$ cat src/rtl/reaction_score_keeper.sv
// Reaction-timer score keeper: validates BCD results, keeps the best (lowest) time,
// counts accepted attempts and selects what the seven-segment display shows.
module reaction_score_keeper (
    input  logic        MAX10_CLK1_50,
    input  logic        reset_n,
    input  logic        result_valid,
    input  logic [15:0] result_bcd,
    input  logic        clear_hs,
    input  logic        show_hs,
    output logic [15:0] disp_bcd,
    output logic        hs_valid,
    output logic [7:0]  attempts,
    output logic        busy,
    output logic        done,
    output logic        new_record,
    output logic        bad_result
);

    // state | meaning
    // IDLE  | waiting for result_valid (only state that samples it)
    // CMP   | digit-serial compare of last vs high score, thousands first
    // UPD   | replace high score if needed, bump attempts, queue done
    typedef enum logic [1:0] {IDLE, CMP, UPD} state_t;
    typedef enum logic [1:0] {CMP_EQ, CMP_LT, CMP_GT} cmp_t;

    state_t      state;
    cmp_t        cmp_res;
    logic [1:0]  idx;
    logic [15:0] last_q;
    logic [15:0] hs_q;
    logic        done_pend;
    logic        rec_pend;
    logic        result_ok;
    logic [3:0]  last_dig;
    logic [3:0]  hs_dig;
    logic [7:0]  attempts_inc;

    always_comb begin
        result_ok = 1'b1;
        for (int d = 0; d < 4; d++) begin
            if (result_bcd[d*4 +: 4] > 4'd9) result_ok = 1'b0;
        end
    end

    assign last_dig = last_q[{idx, 2'b00} +: 4];
    assign hs_dig   = hs_q[{idx, 2'b00} +: 4];

    // BCD increment that sticks at 99
    always_comb begin
        attempts_inc = attempts;
        if (attempts != 8'h99) begin
            if (attempts[3:0] == 4'd9) attempts_inc = {attempts[7:4] + 4'd1, 4'd0};
            else                       attempts_inc = {attempts[7:4], attempts[3:0] + 4'd1};
        end
    end

    assign disp_bcd = show_hs ? (hs_valid ? hs_q : 16'h9999) : last_q;

    always_ff @(posedge MAX10_CLK1_50 or negedge reset_n) begin
        if (!reset_n) begin
            state      <= IDLE;
            cmp_res    <= CMP_EQ;
            idx        <= 2'd0;
            last_q     <= 16'h0000;
            hs_q       <= 16'h9999;
            hs_valid   <= 1'b0;
            attempts   <= 8'h00;
            busy       <= 1'b0;
            done       <= 1'b0;
            new_record <= 1'b0;
            bad_result <= 1'b0;
            done_pend  <= 1'b0;
            rec_pend   <= 1'b0;
        end else begin
            done       <= 1'b0;
            new_record <= 1'b0;
            bad_result <= 1'b0;
            if (clear_hs) begin
                state     <= IDLE;
                hs_q      <= 16'h9999;
                hs_valid  <= 1'b0;
                attempts  <= 8'h00;
                busy      <= 1'b0;
                done_pend <= 1'b0;
                rec_pend  <= 1'b0;
            end else begin
                // busy stays up through the pending cycle so IDLE cannot re-sample early
                if (done_pend) begin
                    done       <= 1'b1;
                    new_record <= rec_pend;
                    busy       <= 1'b0;
                    done_pend  <= 1'b0;
                    rec_pend   <= 1'b0;
                end
                case (state)
                    IDLE: begin
                        if (result_valid && !busy) begin
                            if (result_ok) begin
                                last_q  <= result_bcd;
                                idx     <= 2'd3;
                                cmp_res <= CMP_EQ;
                                busy    <= 1'b1;
                                state   <= CMP;
                            end else begin
                                bad_result <= 1'b1;
                            end
                        end
                    end
                    CMP: begin
                        if (cmp_res == CMP_EQ && last_dig != hs_dig)
                            cmp_res <= (last_dig < hs_dig) ? CMP_LT : CMP_GT;
                        if (idx == 2'd0) state <= UPD;
                        else             idx   <= idx - 2'd1;
                    end
                    UPD: begin
                        if (!hs_valid || cmp_res == CMP_LT) begin
                            hs_q     <= last_q;
                            hs_valid <= 1'b1;
                            rec_pend <= 1'b1;
                        end
                        attempts  <= attempts_inc;
                        done_pend <= 1'b1;
                        state     <= IDLE;
                    end
                    default: state <= IDLE;
                endcase
            end
        end
    end

endmodule

$ cat config.mk
export PLATFORM = sky130hd
export DESIGN_NAME = reaction_score_keeper
export DESIGN_NICKNAME = d
export VERILOG_FILES = /design/src/rtl/reaction_score_keeper.sv
export SDC_FILE = /design/constraint.sdc
export NUM_CORES = 1
export LEC_CHECK = 0
export CELL_PAD_IN_SITES_DETAIL_PLACEMENT = 1
export CELL_PAD_IN_SITES_GLOBAL_PLACEMENT = 2
export CORE_MARGIN = 3
export CORE_UTILIZATION = 36
export DETAILED_ROUTE_END_ITERATION = 10
export GPL_TIMING_DRIVEN = 0
export PLACE_DENSITY_LB_ADDON = 0.1
export SKIP_CTS_REPAIR_TIMING = 1
export SYNTH_ARGS = -nofsm -noshare
export SYNTH_HDL_FRONTEND = slang
export SYNTH_SLANG_ARGS = --single-unit
$ cat constraint.sdc
create_clock -name MAX10_CLK1_50 -period 3.2 [get_ports MAX10_CLK1_50]
set_input_delay 0.48 -clock MAX10_CLK1_50 [delete_from_list [all_inputs] [get_ports MAX10_CLK1_50]]
set_output_delay 0.48 -clock MAX10_CLK1_50 [all_outputs]
set_load 0.005 [all_outputs]
==> flow_metrics.py <==
metrics = {
    "floorplan": {
        "die-area_mm2": 0.00876,
        "initial_core_util_pct": 37.7,
        "die_height_um": 93.6,
        "rows": 31,
        "coreArea_mm2": 0.00733,
        "boundaryPins": 50,
        "die_w_um": 93.6,
    },
    "synthesis": {
        "synthArstFlopShare_pct": 100,
        "synth_compound_area_share_pct": 13.1,
        "synth_warnings": 0,
        "synth_cells": 258,
        "seq_area_frac_synth_pct": 48.4,
        "yosys.area_share.simple_pct": 13.5,
        "ys_top_cells_by_count": "dfrtp_1, inv_1, nor2_1",
        "yosysTopAreaCell": "dfrtp_1",
        "synth_mux_area_share_pct": 13.8,
        "synth_seq_cells": 53,
        "synth_fa_ha_area_share_pct": 4.08,
        "avgSynthCellArea_um2": 10.7,
        "synth_fp_nets": 288,
        "synthDominantCellAreaShare_pct": 40.8,
        "ys.flop_type": "dfrtp_1",
        "synth_top_family_by_area": "multiplexers",
        "yosysMostFrequentCell": "dfrtp_1",
        "synth_edf_count": 0,
        "synth_xor_xnor_area_share_pct": 1.27,
        "syn_area_mm2": 0.00276,
        "synthTopCellsByArea": "dfrtp_1, dfstp_2, mux2_2",
        "ys_types": 40,
    },
    "worst_setup_path": {
        "reg2regPathDepth": 6,
        "crit_top_cell": "clkdlybuf4s50_1",
        "worstPathMaxFanout": 10,
        "critPathMaxStageDelay_ps": 580,
        "rr_endpoint": "cmp_res[0]",
        "worstSetupPathType": "in -> out",
        "path_cells": "clkdlybuf4s50_1, clkbuf_1, nand3_1, o21ai_0, clkdlybuf4s50_1",
        "reg2reg_slack_ps": 830,
        "cp_top_family": "buffers and inverters",
        "reg2reg_from": "idx[0]",
        "cp-start-kind": "primary input",
        "crit_buf_inv": 3,
        "endpoint_kind": "output pin",
        "cp.arrival_ps": 2360,
        "crit_slowest_cell": "clkdlybuf4s50_1",
        "required_ps": 2720,
    },
    "sta": {
        "holdWs_ps": 186,
        "setup-tns-final_ps": 0,
        "rsz0062_at_grt": "false",
        "setup_viol": 0,
        "tightest_slew_ps": 734,
        "fin_worst_skew_ps": 3.92,
        "max_clock_freq_mhz": 353,
        "min_period_ps": 2840,
        "relSlewSlack_pct": 50.7,
        "min_period_over_period_pct": 88.6,
        "final_max_slew_viol_count": 0,
        "hold_violations": 0,
    },
    "flow_run": {
        "cap_violations": 0,
    },
    "drt": {
        "viasPerCell": 5.29,
        "drt_iter0_drc": 55,
        "dr.pass1.iters": 4,
        "vias": 2195,
        "routedWlPerCell_um": 17.5,
        "drtAntennaViolNets": 0,
        "wl_mm": 7.26,
        "drc": 0,
    },
    "grt": {
        "antenna_found_initial": 0,
        "grt_max_degree": 28,
        "grt_pass1_wl_mm": 12.2,
        "grt-ovfl-total": 0,
        "track_usage_pct": 18.0,
        "first_global_vias": 2295,
    },
    "cts": {
        "h-tree-depth": 2,
        "cts_buffers": 5,
        "clk_pin_slew_ps": 100,
        "cts_tree": "yes",
        "clk_latency_ps": 310,
        "cts_sinks": 53,
        "clockRootBuffer": "clkbuf_8",
        "clockBufferDepth": 2,
    },
    "power": {
        "comb_power_share_pct": 26.0,
        "clock_power_share_pct": 22.9,
        "p_sw_share_pct": 30.2,
        "p_seq_share_pct": 51.1,
        "ir_worst_vdd_mv": 0.177,
        "switchingPower_uw": 500,
        "internal_power_mw": 1.16,
        "power_density_mw_per_mm2": 477,
        "p_leak_nw": 1.50,
        "p_total_mw": 1.66,
    },
    "run_status": {
        "status": "finished clean",
    },
    "finish": {
        "multi_input_area_mm2": 0.00126,
        "seq_area_mm2": 0.00134,
        "fin_util_pct": 47.4,
        "diodes": 0,
        "final_net_count": 345,
        "fillers": 822,
        "layout.cells.non_filler": 415,
        "layout-drive-gt1-share_pct": 15.5,
        "area_growth_pct": 25.8,
    },
    "min_path": {
        "hold_path.class": "in -> async",
    },
    "placed_design": {
        "place_congestion": 0.828,
        "placed_cells": 407,
        "hpwl_mm": 5.48,
        "portBuffers": 49,
    },
}
[worst max-delay path by stage]
stage	start	end	slack, ps	cells past startpoint
floorplan	idx[0]	cmp_res[0]	1130	6
global placement	reset_n	last_q[7]	-90	1
detailed placement	result_bcd[14]	last_q[15]	280	6
CTS	hs_valid	disp_bcd[14]	310	5
global route	hs_valid	disp_bcd[14]	190	5
finish	show_hs	disp_bcd[13]	360	5
[cell usage in the layout, fill, tap and decap left out, drive strengths merged, types with 2 or more instances in the layout]
master         count
nand4              5
a31oi              8
nand3             10
ha                 9
buf                5
nand2b             4
a2bb2oi            8
dfrtp             45
a22o               8
nor2              25
clkinv             2
nor4               3
a21oi              8
a221oi             2
nand2              9
nor2b              2
o21ai             16
mux4               8
xor2               3
nor3               2
clkdlybuf4s50     48
and3b              2
and2               2
inv               28
or2                2
mux2              17
dfstp              8
clkbuf            16
[sequential cells by signal, indices dropped and copies added (netlist names)]
signal,count
attempts,8
bad_result,1
busy,1
cmp_res,2
done,1
done_pend,1
hs_q,16
hs_valid,1
idx,2
last_q,16
new_record,1
rec_pend,1
state,2
[power groups by stage]
stage / Clock (mW) / Sequential [mW] / Combinational (mW)
floorplan: 0 / 0.819 / 0.263
global placement: 0 / 0.854 / 0.424
detailed placement: 0 / 0.860 / 0.435
CTS: 0.398 / 0.847 / 0.437
global route: 0.419 / 0.862 / 0.481
finish: 0.380 / 0.848 / 0.430
[per-layer routing]
metal | wire length, um | GRT usage (%) | vias up
li1 | - | - | 1032
met5 | 0 | 0 | -
met4 | 91 | 4.81 | 0
met2 | 3370 | 28.1 | 46
met1 | 3520 | 25.9 | 1108
met3 | 271 | 3.30 | 9
[stage by stage]
stage | instance area (um^2) | setup slack (ps)
2_1_floorplan | 2760 | 1130
3_3_place_gp | 3380 | -92.0
3_5_place_dp | 3390 | 276
4_1_cts | 3470 | 311
5_1_grt | 3470 | 189
6_report | 3470 | 365
[final cells by class]
type,instances,share of cell area [%]
sequential,53,38.5
clock inverter,2,0.288
buffer,13,1.66
inverter,28,3.02
clock buffer,6,2.09
multi-input combinational,164,36.4
tap,99,3.57
timing repair buffer,50,14.5
[logic make-up after synthesis]
family | count (synthesis)
flip-flops | 53
XOR/XNOR | 4
multiplexers | 26
buffers and inverters | 41
AO/OA/AOI/OAI | 54
adder cells (fa/ha/maj) | 9
AND/OR/NAND/NOR | 71
Power figures use the tool's default switching activity.
